$ cat src/rtl/sdr_mon_pkg.sv
// sdr_cmd_monitor shared types: command, bank state and error enums.
// Also holds the pin-to-command decode function.
package sdr_mon_pkg;

  typedef enum logic [3:0] {
    CMD_NOP, CMD_ACT, CMD_RD, CMD_WR, CMD_PRE,
    CMD_PREA, CMD_REF, CMD_MRS, CMD_BST
  } sdr_cmd_e;

  typedef enum logic [1:0] {
    IDLE, ACTIVATING, ACTIVE, PRECHARGING
  } bank_state_e;

  typedef enum logic [3:0] {
    ERR_NONE      = 4'd0,
    ERR_RW_CLOSED = 4'd1,
    ERR_TRCD      = 4'd2,
    ERR_ACT_OPEN  = 4'd3,
    ERR_TRP       = 4'd4,
    ERR_REF_OPEN  = 4'd5,
    ERR_MRS_OPEN  = 4'd6
  } err_code_e;

  function automatic sdr_cmd_e sdr_decode(
    input logic cs_n,
    input logic ras_n,
    input logic cas_n,
    input logic we_n,
    input logic a10
  );
    sdr_cmd_e c;
    c = CMD_NOP;
    if (!cs_n) begin
      case ({ras_n, cas_n, we_n})
        3'b011:  c = CMD_ACT;
        3'b101:  c = CMD_RD;
        3'b100:  c = CMD_WR;
        3'b010:  c = a10 ? CMD_PREA : CMD_PRE;
        3'b001:  c = CMD_REF;
        3'b000:  c = CMD_MRS;
        3'b110:  c = CMD_BST;
        default: c = CMD_NOP;
      endcase
    end
    return c;
  endfunction

endpackage

$ cat src/rtl/sdr_cmd_monitor_if.sv
// SDRAM command-pin probe bundle seen by sdr_cmd_monitor.
interface sdr_cmd_monitor_if #(
  parameter int BA_W   = 2,
  parameter int ADDR_W = 13
);
  logic              sdr_cs_n;
  logic              sdr_ras_n;
  logic              sdr_cas_n;
  logic              sdr_we_n;
  logic [BA_W-1:0]   sdr_ba;
  logic [ADDR_W-1:0] sdr_addr;
  logic              sdr_init_done;

  modport master (
    output sdr_cs_n, sdr_ras_n, sdr_cas_n,
    output sdr_we_n, sdr_ba, sdr_addr,
    output sdr_init_done
  );

  modport slave (
    input sdr_cs_n, sdr_ras_n, sdr_cas_n,
    input sdr_we_n, sdr_ba, sdr_addr,
    input sdr_init_done
  );
endinterface

$ cat src/rtl/sdr_bank_tracker.sv
// One SDRAM bank's state and tRCD/tRP timer (timer only with
// SDR_MON_TIMING_EN); raises per-bank violation requests.
module sdr_bank_tracker
  import sdr_mon_pkg::*;
#(
  parameter int TRCD = 3,
  parameter int TRP  = 3
) (
  input  logic        clk,
  input  logic        rst,
  input  logic        act,
  input  logic        pre,
  input  logic        rw,
  output bank_state_e state,
  output logic        rw_closed,
  output logic        trcd_err,
  output logic        act_open,
  output logic        trp_err
);

  bank_state_e state_q, state_d;

  assign state    = state_q;
  assign act_open = act &&
    (state_q == ACTIVATING || state_q == ACTIVE);

`ifdef SDR_MON_TIMING_EN
  logic [3:0] tmr_q, tmr_d;

  // Leave a wait state on the edge the timer hits zero.
  always_comb begin
    state_d = state_q;
    tmr_d   = tmr_q;
    if (act) begin
      state_d = (TRCD == 1) ? ACTIVE : ACTIVATING;
      tmr_d   = 4'(TRCD - 1);
    end else if (pre && (state_q == ACTIVATING ||
                         state_q == ACTIVE)) begin
      state_d = (TRP == 1) ? IDLE : PRECHARGING;
      tmr_d   = 4'(TRP - 1);
    end else if (state_q == ACTIVATING) begin
      tmr_d = tmr_q - 4'd1;
      if (tmr_q == 4'd1) state_d = ACTIVE;
    end else if (state_q == PRECHARGING) begin
      tmr_d = tmr_q - 4'd1;
      if (tmr_q == 4'd1) state_d = IDLE;
    end
  end

  always_ff @(posedge clk) begin
    if (rst) tmr_q <= '0;
    else     tmr_q <= tmr_d;
  end

  assign rw_closed = rw &&
    (state_q == IDLE || state_q == PRECHARGING);
  assign trcd_err  = rw && state_q == ACTIVATING;
  assign trp_err   = act && state_q == PRECHARGING;
`else
  logic unused_prm;
  assign unused_prm = ^{4'(TRCD), 4'(TRP)};

  always_comb begin
    state_d = state_q;
    if (act)      state_d = ACTIVE;
    else if (pre) state_d = IDLE;
  end

  assign rw_closed = rw && state_q != ACTIVE;
  assign trcd_err  = 1'b0;
  assign trp_err   = 1'b0;
`endif

  always_ff @(posedge clk) begin
    if (rst) state_q <= IDLE;
    else     state_q <= state_d;
  end

endmodule

$ cat src/rtl/sdr_cmd_monitor.sv
// Passive SDRAM command-bus monitor: decode, bank tracking, counters,
// violation flags. Timing checks built with SDR_MON_TIMING_EN.
module sdr_cmd_monitor
  import sdr_mon_pkg::*;
#(
  parameter int NUM_BANKS = 4,
  parameter int BA_W      = $clog2(NUM_BANKS),
  parameter int ADDR_W    = 13,
  parameter int CNT_W     = 32,
  parameter int TRCD      = 3,
  parameter int TRP       = 3
) (
  input  logic                 sdram_clk,
  input  logic                 wb_rst_i,
  sdr_cmd_monitor_if.slave     bus,
  input  logic                 cnt_clr,
  output logic [CNT_W-1:0]     cnt_act,
  output logic [CNT_W-1:0]     cnt_rd,
  output logic [CNT_W-1:0]     cnt_wr,
  output logic [CNT_W-1:0]     cnt_pre,
  output logic [CNT_W-1:0]     cnt_ref,
  output logic [NUM_BANKS-1:0] bank_open,
  output logic                 err_valid,
  output logic [3:0]           err_code,
  output logic [BA_W-1:0]      err_bank,
  output logic                 err_sticky
);

  sdr_cmd_e    cmd;
  bank_state_e st [NUM_BANKS];
  logic [NUM_BANKS-1:0] hit_act, hit_pre, hit_rw;
  logic [NUM_BANKS-1:0] rwc, trcd, aopen, trp;
  logic        busy, err_hit;
  logic [BA_W-1:0] busy_bank, sel_bank;
  err_code_e   sel_code;
  logic        unused_ok;

  assign unused_ok = ^bus.sdr_addr;
  assign cmd = sdr_decode(bus.sdr_cs_n, bus.sdr_ras_n,
                          bus.sdr_cas_n, bus.sdr_we_n,
                          bus.sdr_addr[10]);

  always_comb begin
    hit_act = '0;
    hit_pre = '0;
    hit_rw  = '0;
    for (int b = 0; b < NUM_BANKS; b++) begin
      if (bus.sdr_ba == BA_W'(b)) begin
        hit_act[b] = cmd == CMD_ACT;
        hit_pre[b] = cmd == CMD_PRE;
        hit_rw[b]  = cmd == CMD_RD || cmd == CMD_WR;
      end
      if (cmd == CMD_PREA) hit_pre[b] = 1'b1;
    end
  end

  for (genvar g = 0; g < NUM_BANKS; g++) begin : g_bank
    sdr_bank_tracker #(.TRCD(TRCD), .TRP(TRP)) u_bank (
      .clk       (sdram_clk),
      .rst       (wb_rst_i),
      .act       (hit_act[g]),
      .pre       (hit_pre[g]),
      .rw        (hit_rw[g]),
      .state     (st[g]),
      .rw_closed (rwc[g]),
      .trcd_err  (trcd[g]),
      .act_open  (aopen[g]),
      .trp_err   (trp[g])
    );
    assign bank_open[g] = st[g] == ACTIVE;
  end

  // Downward scan leaves the lowest non-idle bank.
  always_comb begin
    busy      = 1'b0;
    busy_bank = '0;
    for (int b = NUM_BANKS - 1; b >= 0; b--) begin
      if (st[b] != IDLE) begin
        busy      = 1'b1;
        busy_bank = BA_W'(b);
      end
    end
  end

  always_comb begin
    err_hit  = 1'b1;
    sel_code = ERR_NONE;
    sel_bank = bus.sdr_ba;
    priority case (1'b1)
      |rwc:   sel_code = ERR_RW_CLOSED;
      |trcd:  sel_code = ERR_TRCD;
      |aopen: sel_code = ERR_ACT_OPEN;
      |trp:   sel_code = ERR_TRP;
      (cmd == CMD_REF && busy): begin
        sel_code = ERR_REF_OPEN;
        sel_bank = busy_bank;
      end
      (cmd == CMD_MRS && busy): begin
        sel_code = ERR_MRS_OPEN;
        sel_bank = busy_bank;
      end
      default: err_hit = 1'b0;
    endcase
  end

  logic            err_valid_q, err_valid_d;
  logic [3:0]      err_code_q, err_code_d;
  logic [BA_W-1:0] err_bank_q, err_bank_d;
  logic            err_sticky_q, err_sticky_d;

  always_comb begin
    err_valid_d  = err_hit && bus.sdr_init_done;
    err_code_d   = err_code_q;
    err_bank_d   = err_bank_q;
    err_sticky_d = err_sticky_q | err_valid_d;
    if (err_valid_d) begin
      err_code_d = sel_code;
      err_bank_d = sel_bank;
    end
  end

  function automatic logic [CNT_W-1:0] sat_inc(
    input logic [CNT_W-1:0] v,
    input logic             en
  );
    return (en && !(&v)) ? v + 1'b1 : v;
  endfunction

  logic [CNT_W-1:0] act_q, rd_q, wr_q, pre_q, ref_q;
  logic [CNT_W-1:0] act_d, rd_d, wr_d, pre_d, ref_d;

  always_comb begin
    act_d = sat_inc(act_q, cmd == CMD_ACT);
    rd_d  = sat_inc(rd_q,  cmd == CMD_RD);
    wr_d  = sat_inc(wr_q,  cmd == CMD_WR);
    pre_d = sat_inc(pre_q,
              cmd == CMD_PRE || cmd == CMD_PREA);
    ref_d = sat_inc(ref_q, cmd == CMD_REF);
    if (cnt_clr) begin
      act_d = '0;
      rd_d  = '0;
      wr_d  = '0;
      pre_d = '0;
      ref_d = '0;
    end
  end

  always_ff @(posedge sdram_clk) begin
    if (wb_rst_i) begin
      act_q        <= '0;
      rd_q         <= '0;
      wr_q         <= '0;
      pre_q        <= '0;
      ref_q        <= '0;
      err_valid_q  <= 1'b0;
      err_code_q   <= '0;
      err_bank_q   <= '0;
      err_sticky_q <= 1'b0;
    end else begin
      act_q        <= act_d;
      rd_q         <= rd_d;
      wr_q         <= wr_d;
      pre_q        <= pre_d;
      ref_q        <= ref_d;
      err_valid_q  <= err_valid_d;
      err_code_q   <= err_code_d;
      err_bank_q   <= err_bank_d;
      err_sticky_q <= err_sticky_d;
    end
  end

  assign cnt_act    = act_q;
  assign cnt_rd     = rd_q;
  assign cnt_wr     = wr_q;
  assign cnt_pre    = pre_q;
  assign cnt_ref    = ref_q;
  assign err_valid  = err_valid_q;
  assign err_code   = err_code_q;
  assign err_bank   = err_bank_q;
  assign err_sticky = err_sticky_q;

endmodule

$ cat src/flat_wrapper.sv
// flat-port wrapper written by rule: the top's interface ports become plain ports
module sdr_cmd_monitor_flat import sdr_mon_pkg::*;
#(
  parameter int NUM_BANKS = 4,
  parameter int BA_W      = $clog2(NUM_BANKS),
  parameter int ADDR_W    = 13,
  parameter int CNT_W     = 32,
  parameter int TRCD      = 3,
  parameter int TRP       = 3
)
  (sdram_clk, wb_rst_i, cnt_clr, cnt_act, cnt_rd, cnt_wr, cnt_pre, cnt_ref, bank_open, err_valid, err_code, err_bank, err_sticky, bus_sdr_cs_n, bus_sdr_ras_n, bus_sdr_cas_n, bus_sdr_we_n, bus_sdr_ba, bus_sdr_addr, bus_sdr_init_done);
  sdr_cmd_monitor_if #(.BA_W(BA_W), .ADDR_W(ADDR_W)) bus_i ();
  input  logic sdram_clk;
  input  logic wb_rst_i;
  input  logic cnt_clr;
  output logic [CNT_W-1:0] cnt_act;
  output logic [CNT_W-1:0] cnt_rd;
  output logic [CNT_W-1:0] cnt_wr;
  output logic [CNT_W-1:0] cnt_pre;
  output logic [CNT_W-1:0] cnt_ref;
  output logic [NUM_BANKS-1:0] bank_open;
  output logic err_valid;
  output logic [3:0] err_code;
  output logic [BA_W-1:0] err_bank;
  output logic err_sticky;
  input wire logic [$bits(bus_i.sdr_cs_n)-1:0] bus_sdr_cs_n;
  input wire logic [$bits(bus_i.sdr_ras_n)-1:0] bus_sdr_ras_n;
  input wire logic [$bits(bus_i.sdr_cas_n)-1:0] bus_sdr_cas_n;
  input wire logic [$bits(bus_i.sdr_we_n)-1:0] bus_sdr_we_n;
  input wire logic [$bits(bus_i.sdr_ba)-1:0] bus_sdr_ba;
  input wire logic [$bits(bus_i.sdr_addr)-1:0] bus_sdr_addr;
  input wire logic [$bits(bus_i.sdr_init_done)-1:0] bus_sdr_init_done;
  assign bus_i.sdr_cs_n = bus_sdr_cs_n;
  assign bus_i.sdr_ras_n = bus_sdr_ras_n;
  assign bus_i.sdr_cas_n = bus_sdr_cas_n;
  assign bus_i.sdr_we_n = bus_sdr_we_n;
  assign bus_i.sdr_ba = bus_sdr_ba;
  assign bus_i.sdr_addr = bus_sdr_addr;
  assign bus_i.sdr_init_done = bus_sdr_init_done;
  sdr_cmd_monitor #(.NUM_BANKS(NUM_BANKS), .BA_W(BA_W), .ADDR_W(ADDR_W), .CNT_W(CNT_W), .TRCD(TRCD), .TRP(TRP)) u_core (.sdram_clk(sdram_clk), .wb_rst_i(wb_rst_i), .bus(bus_i), .cnt_clr(cnt_clr), .cnt_act(cnt_act), .cnt_rd(cnt_rd), .cnt_wr(cnt_wr), .cnt_pre(cnt_pre), .cnt_ref(cnt_ref), .bank_open(bank_open), .err_valid(err_valid), .err_code(err_code), .err_bank(err_bank), .err_sticky(err_sticky));
endmodule
$ cat config.mk
export PLATFORM = sky130hd
export DESIGN_NAME = sdr_cmd_monitor_flat
export DESIGN_NICKNAME = d
export VERILOG_FILES = /design/src/rtl/sdr_mon_pkg.sv /design/src/rtl/sdr_cmd_monitor_if.sv /design/src/rtl/sdr_bank_tracker.sv /design/src/rtl/sdr_cmd_monitor.sv /design/src/flat_wrapper.sv
export SDC_FILE = /design/constraint.sdc
export NUM_CORES = 1
export LEC_CHECK = 0
export CORE_MARGIN = 5
export CORE_UTILIZATION = 45
export DETAILED_ROUTE_END_ITERATION = 10
export PLACE_DENSITY = 0.76
export RECOVER_POWER = 50
export SLEW_MARGIN = 10
export SYNTH_ARGS = -nofsm -noshare
export SYNTH_HDL_FRONTEND = slang
export SYNTH_SLANG_ARGS = --single-unit
$ cat constraint.sdc
create_clock -name sdram_clk -period 3.35 [get_ports sdram_clk]
set_input_delay 0.67 -clock sdram_clk [delete_from_list [all_inputs] [get_ports sdram_clk]]
set_output_delay 0.67 -clock sdram_clk [all_outputs]
set_load 0.05 [all_outputs]
# Word-level counts from Yosys, hierarchy flattened

Index checks and enable logic that the tools add are counted.

Add/sub/neg operators: 5
Eq/ne operators: 16
Mux-type cells: 47
Bitwise operators: 5
Reduce and logical (&&, ||, !) cells: 37

Operators with widths:

| cell                                                 | count |
|---|---|
| adder 32 x 1 -> 32 bit (second input constant)       | 5 |
| AND reduction 32 bit                                 | 5 |
| two-way mux 2 bit                                    | 16 |
| case mux 4 bit (7 select lines)                      | 1 |
| two-way mux 1 bit                                    | 25 |
| equality test 4 x 3 -> 1 bit (second input constant) | 4 |
| logical AND 1 bit                                    | 16 |
| two-way mux 4 bit                                    | 4 |
| equality test 3 bit (second input constant)          | 3 |
| equality test 4 x 2 -> 1 bit (second input constant) | 2 |
| nonzero test 2 bit                                   | 4 |
| OR reduction 4 bit                                   | 2 |
| equality test 3 x 2 -> 1 bit (second input constant) | 2 |
| logical NOT 1 bit                                    | 5 |
| equality test 2 bit (second input constant)          | 2 |
| equality test 4 x 1 -> 1 bit (second input constant) | 1 |
| NOT 1 bit                                            | 4 |
| equality test 3 x 1 -> 1 bit (second input constant) | 1 |
| logical NOT 3 bit                                    | 1 |
| two-way mux 3 bit                                    | 1 |
| equality test 2 x 1 -> 1 bit (second input constant) | 1 |
| logical NOT 2 bit                                    | 1 |
| logical OR 1 bit                                     | 2 |
| OR reduction 2 bit                                   | 1 |
| bitwise OR 1 bit                                     | 1 |

Register bits after elaboration: 172
Input bits: 23

# Logic depth before layout (Yosys ltp)

Gate-level depths: netlist (run 1).

Depth in word-level cells: 11
Mapped depth: 8
Gate-level depth less buffers: 6

# By module

From an unflattened synthesis (run 1), not the netlist that was laid out.

Cells, all modules: 1,117
Area, all modules: 8,996.1 um^2

Modules (own cells, without submodules):

| module           | times used | cells each | area each (um^2) | sequential area each (um^2) |
|---|---|---|---|---|
| sdr_cmd_monitor  | 1          | 1,077      | 8,685.8          | 3,343.2 |
| sdr_bank_tracker | 4          | 10         | 77.6             | 20.0 |

# Worst setup path before layout (run 1)

OpenSTA, ideal clock, no wires.

Path kind: input to register
Start: in bus_sdr_cs_n
End: reg u_core.pre_q[28] (netlist: u_core.cnt_pre[28])
Setup time: 116 ps
Arrival time: 2,718 ps
Data required time: 3,234 ps
Slack: 516 ps
Stages: 7
Buffers on the path: 2
Cells stage by stage: or4b_1 -> buf_2 -> or4_1 -> buf_2 -> nor4_4 -> a31oi_1 -> a41o_1

Word-level cells in the longest chain between the ends: 4
Elaborated cells between the ends (all ways): 5
Classes of those cells: eq/ne (2); mux (1); reduce/logical (2)

Ends and longest elaborated chain:

| what                         | RTL line               | source |
|---|---|---|
| start, declared              | flat_wrapper.sv:26     | `input wire logic [$bits(bus_i.sdr_cs_n)-1:0] bus_sdr_cs_n;` |
| two-way mux 4 bit (*)        | sdr_mon_pkg.sv:33      | `if (!cs_n) begin` |
| equality test 4 x 3 -> 1 bit | sdr_cmd_monitor.sv:137 | `cmd == CMD_PRE \|\| cmd == CMD_PREA);` |
| logical OR 1 bit (*)         | sdr_cmd_monitor.sv:137 |  |
| logical AND 1 bit (*)        | sdr_cmd_monitor.sv:126 | `return (en && !(&v)) ? v + 1'b1 : v;` |
| end signal, assigned         | sdr_cmd_monitor.sv:163 | `pre_q <= pre_d;` |
| end, declared                | sdr_cmd_monitor.sv:129 | `logic [CNT_W-1:0] act_q, rd_q, wr_q, pre_q, ref_q;` |

Every way passes the cells marked *; elsewhere a longest branch is shown, timed or not.
A chain may end at the register's enable or synchronous reset.

# Worst setup path after layout (run 1)

Start: in bus_sdr_cas_n
End: reg u_core.ref_q[29] (netlist: u_core.cnt_ref[29])

Word-level cells in the longest chain between the ends: 5
Elaborated cells between the ends (all ways): 11
Classes of those cells: eq/ne (7); mux (2); reduce/logical (2)

Ends and longest elaborated chain:

| what                                              | RTL line               | source |
|---|---|---|
| start, declared                                   | flat_wrapper.sv:28     | `input wire logic [$bits(bus_i.sdr_cas_n)-1:0] bus_sdr_cas_n;` |
| equality test 3 bit, or another cell as far along | sdr_mon_pkg.sv:34      | `case ({ras_n, cas_n, we_n})` |
| case mux 4 bit (7 select lines) (*)               | sdr_mon_pkg.sv:34      |  |
| two-way mux 4 bit (*)                             | sdr_mon_pkg.sv:33      |  |
| equality test 4 x 3 -> 1 bit (*)                  | sdr_cmd_monitor.sv:138 | `ref_d = sat_inc(ref_q, cmd == CMD_REF);` |
| logical AND 1 bit (*)                             | sdr_cmd_monitor.sv:126 |  |
| end signal, assigned                              | sdr_cmd_monitor.sv:164 | `ref_q <= ref_d;` |
| end, declared                                     | sdr_cmd_monitor.sv:129 |  |

Marked as above.

==> results_dict.tcl, run 1 <==
set metrics [dict create \
    grt_pass1_vias 8008 \
    max_stage_delay_ps 680 \
    top_layer_used "met4" \
    wl_met3_um 1446 \
    grt_pass1_wl_um 39290 \
    port_buffers 181 \
    cts_buffer_depth 2 \
    finalCriticalPeriod_ps 2978 \
    cts_resized 0 \
    slew_headroom_pct 21.66 \
    yosys-top-cells-count "171 x dfxtp_1, 108 x a21oi_1, 88 x nand2_1" \
    yosysMostFrequentCell "dfxtp_1" \
    met2_length_um 11200 \
    yosys_register_bits 171 \
    swShare_pct 21.29 \
    slowest_stage "or4b_1" \
    critPathCaptureType "flop" \
    synth_edf_count 0 \
    numCtsBuffers 17 \
    seqPwrFrac_pct 48.1 \
    status "finished, final reports clean" \
    hold_buffers 0 \
    setup_ws_ps 371.6 \
    cts_tree "yes" \
    p_int_mw 3.335 \
    post_cts_buffers 0 \
    synth.cell_area_um2 8543 \
    hold_viol 0 \
    area_delta_synth_final_pct 32.75 \
    io_pins 195 \
    gr-total-overflow 0 \
    worstPathCellList "dlygate4sd3_1, clkbuf_1, or4b_1, nor4_2, nand2b_1, or4_1, a21oi_1" \
    yosys.area.top_type "dfxtp_1" \
    die_area_um2 21840 \
    setup_tns_ps 0 \
    cap_violations 0 \
    cp_data_required_time_ps 3700 \
    rows 50 \
    ys.flop_type "dfxtp_1" \
    ys_top_cells_by_area "dfxtp_1 40%, a21oi_1 6.3%, or3_1 5.1%, o21ai_0 4.2%, nand2_1 3.9%" \
    fp.dieH_um 147.8 \
    drc 0 \
    slew_violations 0 \
    fin_skew_ps 8.770 \
    path_class "in2reg" \
    p_sw_uw 902.4 \
    initial_utilization_pct 45.67 \
    place_congestion 0.8559 \
    grt_util_all_layers_pct 21.21 \
    chipWidth_um 147.8 \
    clkLatencyLatePin_ps 420 \
    p_per_area_nw_per_um2 373.7 \
    instances_no_fill 1479 \
    synth_top_area_share_pct 40.07 \
    n_fill_cell 1629 \
    multi_input_area_um2 4865 \
    core_area_um2 18710 \
    hold_path.class "reg2reg" \
    finalNetCount 1263 \
    worstPathMaxFanout 12 \
    drive_gt1_share_pct 5.863 \
    clk_pin_slew_ps 60 \
    power_frac_comb_pct 3.1 \
    clock-root-buffer "clkbuf_16" \
    diodes 0 \
    register_area_um2 3423 \
    drt_iter0_drc 345 \
    clock-sinks 171 \
    drt-met1-wl_um 10690 \
    place_inst 1450 \
    dp_hpwl_um 16930 \
    tightest_slew_ps 1165 \
    wl_um 23610 \
    fmax_ghz 0.3357 \
    htreeDepth 4 \
    viasPerCell 5.938 \
    yosys_warnings 0 \
    dr.pass1.iters 5 \
    syn_area_per_cell_um2 8.160 \
    routed-via-count 8783 \
    vdd_drop_max_v 0.0002933 \
    netlist_instances 1047 \
    synth.distinct_cells 59 \
    leakagePower_nw 3.840 \
    fin_crit_sh_pct 88.91 \
    synth-seq-area-share_pct 40.07 \
    grt_setup_unrepaired "false" \
    setup_viol 0 \
    cp.arrival_ps 3320 \
    ant_nets 0 \
    grt_max_degree 62 \
    wl_per_cell_um 15.96 \
    async_flop_share_pct 0 \
    critPathLaunchType "input pin" \
    power_frac_clock_pct 48.8 \
    dpl_worst_slack_ps 141.8 \
    grt_antenna_before_repair 0 \
    synth_nets 1075 \
]
-- cell families after synthesis --
logic type | Yosys count | synth area share [%]
AND/OR/NAND/NOR | 472 | 30.98
AO/OA/AOI/OAI | 279 | 19.60
buffers and inverters | 69 | 3.105
flip-flops | 171 | 40.07
other | 1 | 0.04389
multiplexers | 13 | 1.684
XOR/XNOR | 37 | 3.793
adder cells (fa/ha/maj) | 5 | 0.7323
-- registers in the layout (all words and copies together), names as in the netlist --
register,cells
u_core.err_bank,2
u_core.err_valid,1
u_core.err_sticky,1
u_core.g_bank.u_bank.state,4
u_core.cnt_pre,32
u_core.cnt_wr,32
u_core.cnt_act,32
u_core.err_code,3
u_core.cnt_ref,32
u_core.cnt_rd,32
-- worst paths after layout --
kind | startpoint | endpoint | slack, ps | cells past startpoint
worst min register to register | u_core.err_sticky$_SDFF_PP0_ | u_core.err_sticky$_SDFF_PP0_ | 450 | 2
worst max register to register | u_core.cnt_ref[10]$_SDFFE_PP0P_ | u_core.cnt_ref[16]$_SDFFE_PP0P_ | 660 | 5
worst min-delay path | u_core.err_sticky$_SDFF_PP0_ | u_core.err_sticky$_SDFF_PP0_ | 450 | 2
worst max-delay path | bus_sdr_cas_n | u_core.cnt_ref[29]$_SDFFE_PP0P_ | 370 | 7
-- area by class of cell --
| class | instances | area share [%] |
|---|---|---|
| multi-input cells | 807 | 42.89 |
| clock buffers | 18 | 3.872 |
| well taps | 234 | 2.582 |
| repair buffers | 222 | 18.42 |
| clock inverters | 11 | 1.511 |
| flip-flops and latches | 171 | 30.19 |
| inverters | 16 | 0.5296 |
-- placed cells by master, fill, tap and decap left out, types with 32 or more instances in the layout --
| master | count |
|---|---|
| dfxtp_1 | 171 |
| buf_4 | 32 |
| o21ai_0 | 71 |
| or3_1 | 70 |
| nor2_1 | 68 |
| or4_1 | 37 |
| dlygate4sd3_1 | 132 |
| nand4_1 | 43 |
| nand2_1 | 88 |
| clkdlybuf4s50_1 | 49 |
| a21oi_1 | 108 |
| nand3_1 | 58 |
-- critical path: cells and delay by family --
family	cells	cell delay, ps
buffers and inverters	2	800
AOI/OAI and AO/OA	1	150
and+or+nand+nor	4	1700
-- power groups by stage --
stage | registers, mW | logic [mW] | clock network (mW)
after detailed placement | 2.09 | 0.136 | 0
after global routing | 2.04 | 0.145 | 2.20
final | 2.04 | 0.132 | 2.07
after floorplan | 2.10 | 0.0669 | 0
after CTS | 2.04 | 0.137 | 2.12
after global placement | 2.08 | 0.135 | 0
-- layer usage --
layer  track usage (%)  up-vias
met1             27.41     4174
met3             6.193       20
met4             5.219        0
li1                  -     4371
met5                 0        -
met2             34.99      218
-- per-stage QoR --
step	power, mW	hold slack, ps	instance area [µm²]	util, %
final	4.238	449.1	11340	60.63
after global routing	4.385	468.9	11340	60.63
after CTS	4.293	452.0	11370	60.79
after detailed placement	2.221	442.1	10760	57.53
after global placement	2.220	434.8	10760	57.53
after floorplan	2.164	664.4	8543	-
Power figures use the tool's default switching activity.
==> inputs of run 2 (changes only) <==
- DONT_BUFFER_PORTS: not set -> 1
- PLACE_DENSITY: 0.76 -> 0.63
==> results_dict.tcl, run 2 (synthesized netlist as in run 1, its figures left out) <==
set metrics [dict create \
    cts_buffer_depth 2 \
    endpoint "u_core.cnt_pre[28]$_SDFFE_PP0P_" \
    wl_per_cell_um 16.94 \
    core_area_um2 18710 \
    gr-total-overflow 0 \
    initial_utilization_pct 45.67 \
    power_frac_clock_pct 48.6 \
    instances_no_fill 1349 \
    worstPathMaxFanout 9 \
    slowest_stage "clkbuf_1" \
    post_cts_buffers 0 \
    hold_path.class "in2reg" \
    clkLatencyLatePin_ps 420 \
    rows 50 \
    fin_skew_ps 11.79 \
    grt_pass1_vias 7257 \
    drive_gt1_share_pct 6.547 \
    drc 0 \
    io_pins 195 \
    cts_resized 0 \
    fp.dieH_um 147.8 \
    wl_um 22860 \
    place_congestion 0.8027 \
    max_stage_delay_ps 590 \
    final_area_um2 9681 \
    grt_antenna_before_repair 0 \
    busiest_layer "met2" \
    fin_crit_sh_pct 88.47 \
    htreeDepth 4 \
    p_per_area_nw_per_um2 428.8 \
    clock-sinks 171 \
    dr.pass1.iters 5 \
    critPathCaptureType "flop" \
    slew_headroom_pct 28.65 \
    chipWidth_um 147.8 \
    diodes 0 \
    clock-root-buffer "clkbuf_16" \
    cp_data_required_time_ps 3660 \
    critPathLaunchType "flop" \
    port_buffers 0 \
    area_delta_synth_final_pct 13.31 \
    r2r-end "u_core.cnt_pre[28]$_SDFFE_PP0P_" \
    path_class "reg2reg" \
    grt_util_all_layers_pct 20.45 \
    rr_worst_depth 7 \
    finalNetCount 1130 \
    fmax_ghz 0.3374 \
    worstPathCellList "clkbuf_1, ha_1, inv_1, or4_1, nor4_4, a31oi_1, a41o_1" \
    clk_pin_slew_ps 60 \
    rr_startpoint "u_core.cnt_pre[0]$_SDFFE_PP0P_" \
    die_area_um2 21840 \
    dp_hpwl_um 16230 \
    status "finished, final reports clean" \
    leakagePower_nw 2.787 \
    fin_total_pwr_mw 4.151 \
    placed_area_um2 9309 \
    power_frac_comb_pct 2.1 \
    cap_violations 0 \
    crit_start "u_core.cnt_pre[0]$_SDFFE_PP0P_" \
    use_met3_pct 7.388 \
    place_inst 1317 \
    finalCriticalPeriod_ps 2964 \
    numCtsBuffers 17 \
    swShare_pct 22.05 \
    layout_common_cells "171 x dfxtp_1, 108 x a21oi_1, 88 x nand2_1, 71 x o21ai_0, 70 x or3_1" \
    p_sw_uw 915.3 \
    grt_use_met2_pct 33.93 \
    seqPwrFrac_pct 49.3 \
    cts_tree "yes" \
    setup_tns_ps 0 \
    vdd_drop_max_v 0.0003445 \
    p_int_mw 3.236 \
    hold_buffers 0 \
    drt_iter0_drc 236 \
    viasPerCell 6.030 \
    setup_viol 0 \
    grt_setup_unrepaired "false" \
    grt_max_degree 92 \
    routed-via-count 8134 \
    reg2reg_slack_ps 390 \
    ant_nets 0 \
    hold_viol 0 \
    slew_violations 0 \
    gr-usage-met1_pct 25.28 \
    cp.arrival_ps 3270 \
    grt_pass1_wl_um 37620 \
    tightest_slew_ps 1070 \
    final_common_cell "dfxtp_1" \
]
==> run 2: cell types whose count changed in the layout (fill, tap and decap cells not counted), sizes merged, moves of 2 or more <==
cell	change
buf	-3
inv	+2
dlygate4sd3	-132
clkdlybuf4s50	-49
clkbuf	+51
==> run 2: how the worst min path moves through the flow <==
stage / to / cells after the start / start / slack [ps]
floorplan: u_core.err_sticky$_SDFF_PP0_ / 2 / u_core.err_sticky$_SDFF_PP0_ / 660
global placement: u_core.cnt_act[0]$_SDFFE_PP0P_ / 2 / u_core.cnt_act[0]$_SDFFE_PP0P_ / 590
detailed placement: u_core.cnt_act[0]$_SDFFE_PP0P_ / 2 / u_core.cnt_act[0]$_SDFFE_PP0P_ / 600
CTS: u_core.err_code[1]$_SDFFE_PP0P_ / 1 / wb_rst_i / 290
global route: u_core.err_code[0]$_SDFFE_PP0P_ / 1 / wb_rst_i / 290
finish: u_core.err_code[0]$_SDFFE_PP0P_ / 1 / wb_rst_i / 320
==> run 2: power by group through the flow <==
| stage | sequential [mW] | clock, mW | combinational [mW] |
|---|---|---|---|
| after floorplan | 2.10 | 0 | 0.0669 |
| after global placement | 2.09 | 0 | 0.0891 |
| after detailed placement | 2.09 | 0 | 0.0899 |
| after CTS | 2.05 | 2.08 | 0.0901 |
| after global routing | 2.04 | 2.17 | 0.0955 |
| final | 2.05 | 2.02 | 0.0868 |
==> run 2: critical path: cells and delay by family, from the launching register on <==
family | cells | cell delay, ps
buffers and inverters | 2 | 680
AOI/OAI and AO/OA | 2 | 420
and+or+nand+nor | 2 | 1160
DFF | 1 | 310
adders and majority gates | 1 | 290
==> run 2: per-layer routing <==
layer | routed length, µm | vias to the layer above
li1 | - | 4109
met5 | 0 | -
met3 | 1762 | 13
met2 | 10840 | 190
met1 | 10000 | 3822
met4 | 253 | 0
==> run 2: final cells by class <==
class,instances,area (µm²)
clock inverter,14,167.7
fill,1819,9025
timing repair buffer,89,442.9
inverter,16,60.06
clock buffer,18,429.2
sequential,171,3423
multi-input combinational,807,4865
tap,234,292.8
==> run 2: through the flow <==
stage               util, %  setup slack (ps)  hold WS [ps]
finish                51.75             386.3         319.0
global route          51.75             195.4         291.0
CTS                   52.96             586.2         289.5
detailed placement    49.77             430.8         598.5
global placement      49.77             449.0         587.8
floorplan                 -             515.7         664.4
==> inputs of run 3 (changes only) <==
- PLACE_DENSITY: 0.63 -> 0.65
- clock period: 3.35 -> 2.7 ns (I/O delays scaled with it)
==> results_dict.tcl, run 3 (synthesized netlist as in run 1, its figures left out) <==
set metrics [dict create \
    status "finished, final reports clean" \
    crit_start "u_core.cnt_ref[4]$_SDFFE_PP0P_" \
    io_pins 195 \
    clk_pin_slew_ps 70 \
    dr.pass1.iters 4 \
    power_frac_comb_pct 2.3 \
    viasPerCell 5.964 \
    critPathCaptureType "flop" \
    vdd_drop_max_v 0.0003691 \
    slowest_stage "clkbuf_1" \
    routed-via-count 8713 \
    placed_area_um2 10150 \
    swShare_pct 23.44 \
    slew_violations 0 \
    ant_nets 0 \
    critPathLaunchType "flop" \
    wl_per_cell_um 16.47 \
    gr-total-overflow 0 \
    finalNetCount 1242 \
    hold_path.class "in2reg" \
    grt_pass1_vias 7917 \
    fin_crit_sh_pct 95.38 \
    leakagePower_nw 2.981 \
    grt_setup_unrepaired "false" \
    tightest_slew_ps 1028 \
    crit_buf_inv 2 \
    setup_viol 0 \
    cap_violations 0 \
    final_area_um2 10110 \
    cts_tree "yes" \
    p_per_area_nw_per_um2 485.6 \
    drt_iter0_drc 291 \
    chipWidth_um 147.8 \
    grt_antenna_before_repair 0 \
    hold_viol 0 \
    worstPathCellList "clkbuf_1, nand3_1, nor3_1, buf_4, o311ai_1, or4_1, a21oi_1" \
    post_cts_buffers 0 \
    drc 0 \
    drive_gt1_share_pct 7.661 \
    cts_resized 0 \
    numCtsBuffers 17 \
    place_congestion 0.8455 \
    slew_headroom_pct 30.41 \
    worstPathMaxFanout 9 \
    seqPwrFrac_pct 51.7 \
    fmax_ghz 0.3883 \
    area_delta_synth_final_pct 18.37 \
    core_area_um2 18710 \
    setup_tns_ps 0 \
    clock-root-buffer "clkbuf_16" \
    path_class "reg2reg" \
    initial_utilization_pct 45.67 \
    die_area_um2 21840 \
    finalCriticalPeriod_ps 2575 \
    p_int_mw 3.760 \
    clock-sinks 171 \
    htreeDepth 4 \
    hold_buffers 0 \
    crit_family "simple AND/OR/NAND/NOR gates" \
    fp.dieH_um 147.8 \
    layout_common_cells "171 x dfxtp_1, 152 x clkbuf_1, 108 x a21oi_1, 88 x nand2_1, 71 x o21ai_0" \
    diodes 0 \
    grt_pass1_wl_um 39760 \
    final_common_cell "dfxtp_1" \
    clkLatencyLatePin_ps 420 \
    worstHoldStart "wb_rst_i" \
    power_frac_clock_pct 46.0 \
    grt_util_all_layers_pct 21.64 \
    dp_hpwl_um 17780 \
    rr_startpoint "u_core.cnt_ref[4]$_SDFFE_PP0P_" \
    cts_buffer_depth 2 \
    fin_skew_ps 9.764 \
    grt_max_degree 66 \
    max_stage_delay_ps 620 \
    rows 50 \
    n_fill_cell 1881 \
    port_buffers 0 \
    p_sw_mw 1.151 \
    cp_data_required_time_ps 3060 \
    hold_ws_ps 178.5 \
    cp.arrival_ps 2930 \
    wl_um 24060 \
]
## run 3: cell count changes in the layout (fill, tap and decap cells not counted), sizes merged
| cell | change |
|---|---|
| inv | +1 |
| bufinv | -3 |
| clkinvlp | -1 |
| clkbuf | +92 |
| clkinv | +3 |
| buf | +20 |
## run 3: final timing paths
check | to | slack [ps] | cells past startpoint
setup / recovery | u_core.cnt_ref[25]$_SDFFE_PP0P_ | 120 | 7
hold reg to reg | u_core.g_bank[1].u_bank.state[1]$_SDFFE_PP0P_ | 500 | 2
hold / removal | u_core.err_sticky$_SDFF_PP0_ | 180 | 1
setup reg to reg | u_core.cnt_ref[25]$_SDFFE_PP0P_ | 120 | 7
## run 3: power groups by stage
stage / clock network, mW / registers (mW) / logic, mW
after detailed placement: 0 / 2.59 / 0.114
after floorplan: 0 / 2.60 / 0.0830
final: 2.26 / 2.54 / 0.113
after CTS: 2.32 / 2.54 / 0.115
after global routing: 2.43 / 2.54 / 0.123
after global placement: 0 / 2.59 / 0.114
## run 3: stage by stage
stage	std cells	utilization, %	total power, mW	setup WS, ps
after global placement	1429	54.26	2.709	75.98
final	1461	54.06	4.911	124.8
after global routing	1461	54.06	5.085	53.96
after floorplan	1047	-	2.684	14.63
after detailed placement	1429	54.26	2.709	42.52
after CTS	1461	57.11	4.974	257.3
## run 3: layout make-up
class	count	area (µm²)	area share [%]
multi-input combinational	807	4865	48.11
clock inverter	14	93.84	0.9280
tap	234	292.8	2.895
clock buffer	18	439.2	4.343
sequential	171	3423	33.85
timing repair buffer	201	938.4	9.280
inverter	16	60.06	0.5939
## run 3: per-layer routing
metal | share of wire (%) | GRT usage (%) | vias to the layer above | routed length (µm)
met5 | 0 | 0 | - | 0
met3 | 8.4 | 7.940 | 20 | 2019
met2 | 48 | 36.29 | 207 | 11620
met4 | 1.1 | 5.126 | 0 | 256
met1 | 42 | 26.57 | 4156 | 10160
li1 | - | - | 4330 | -
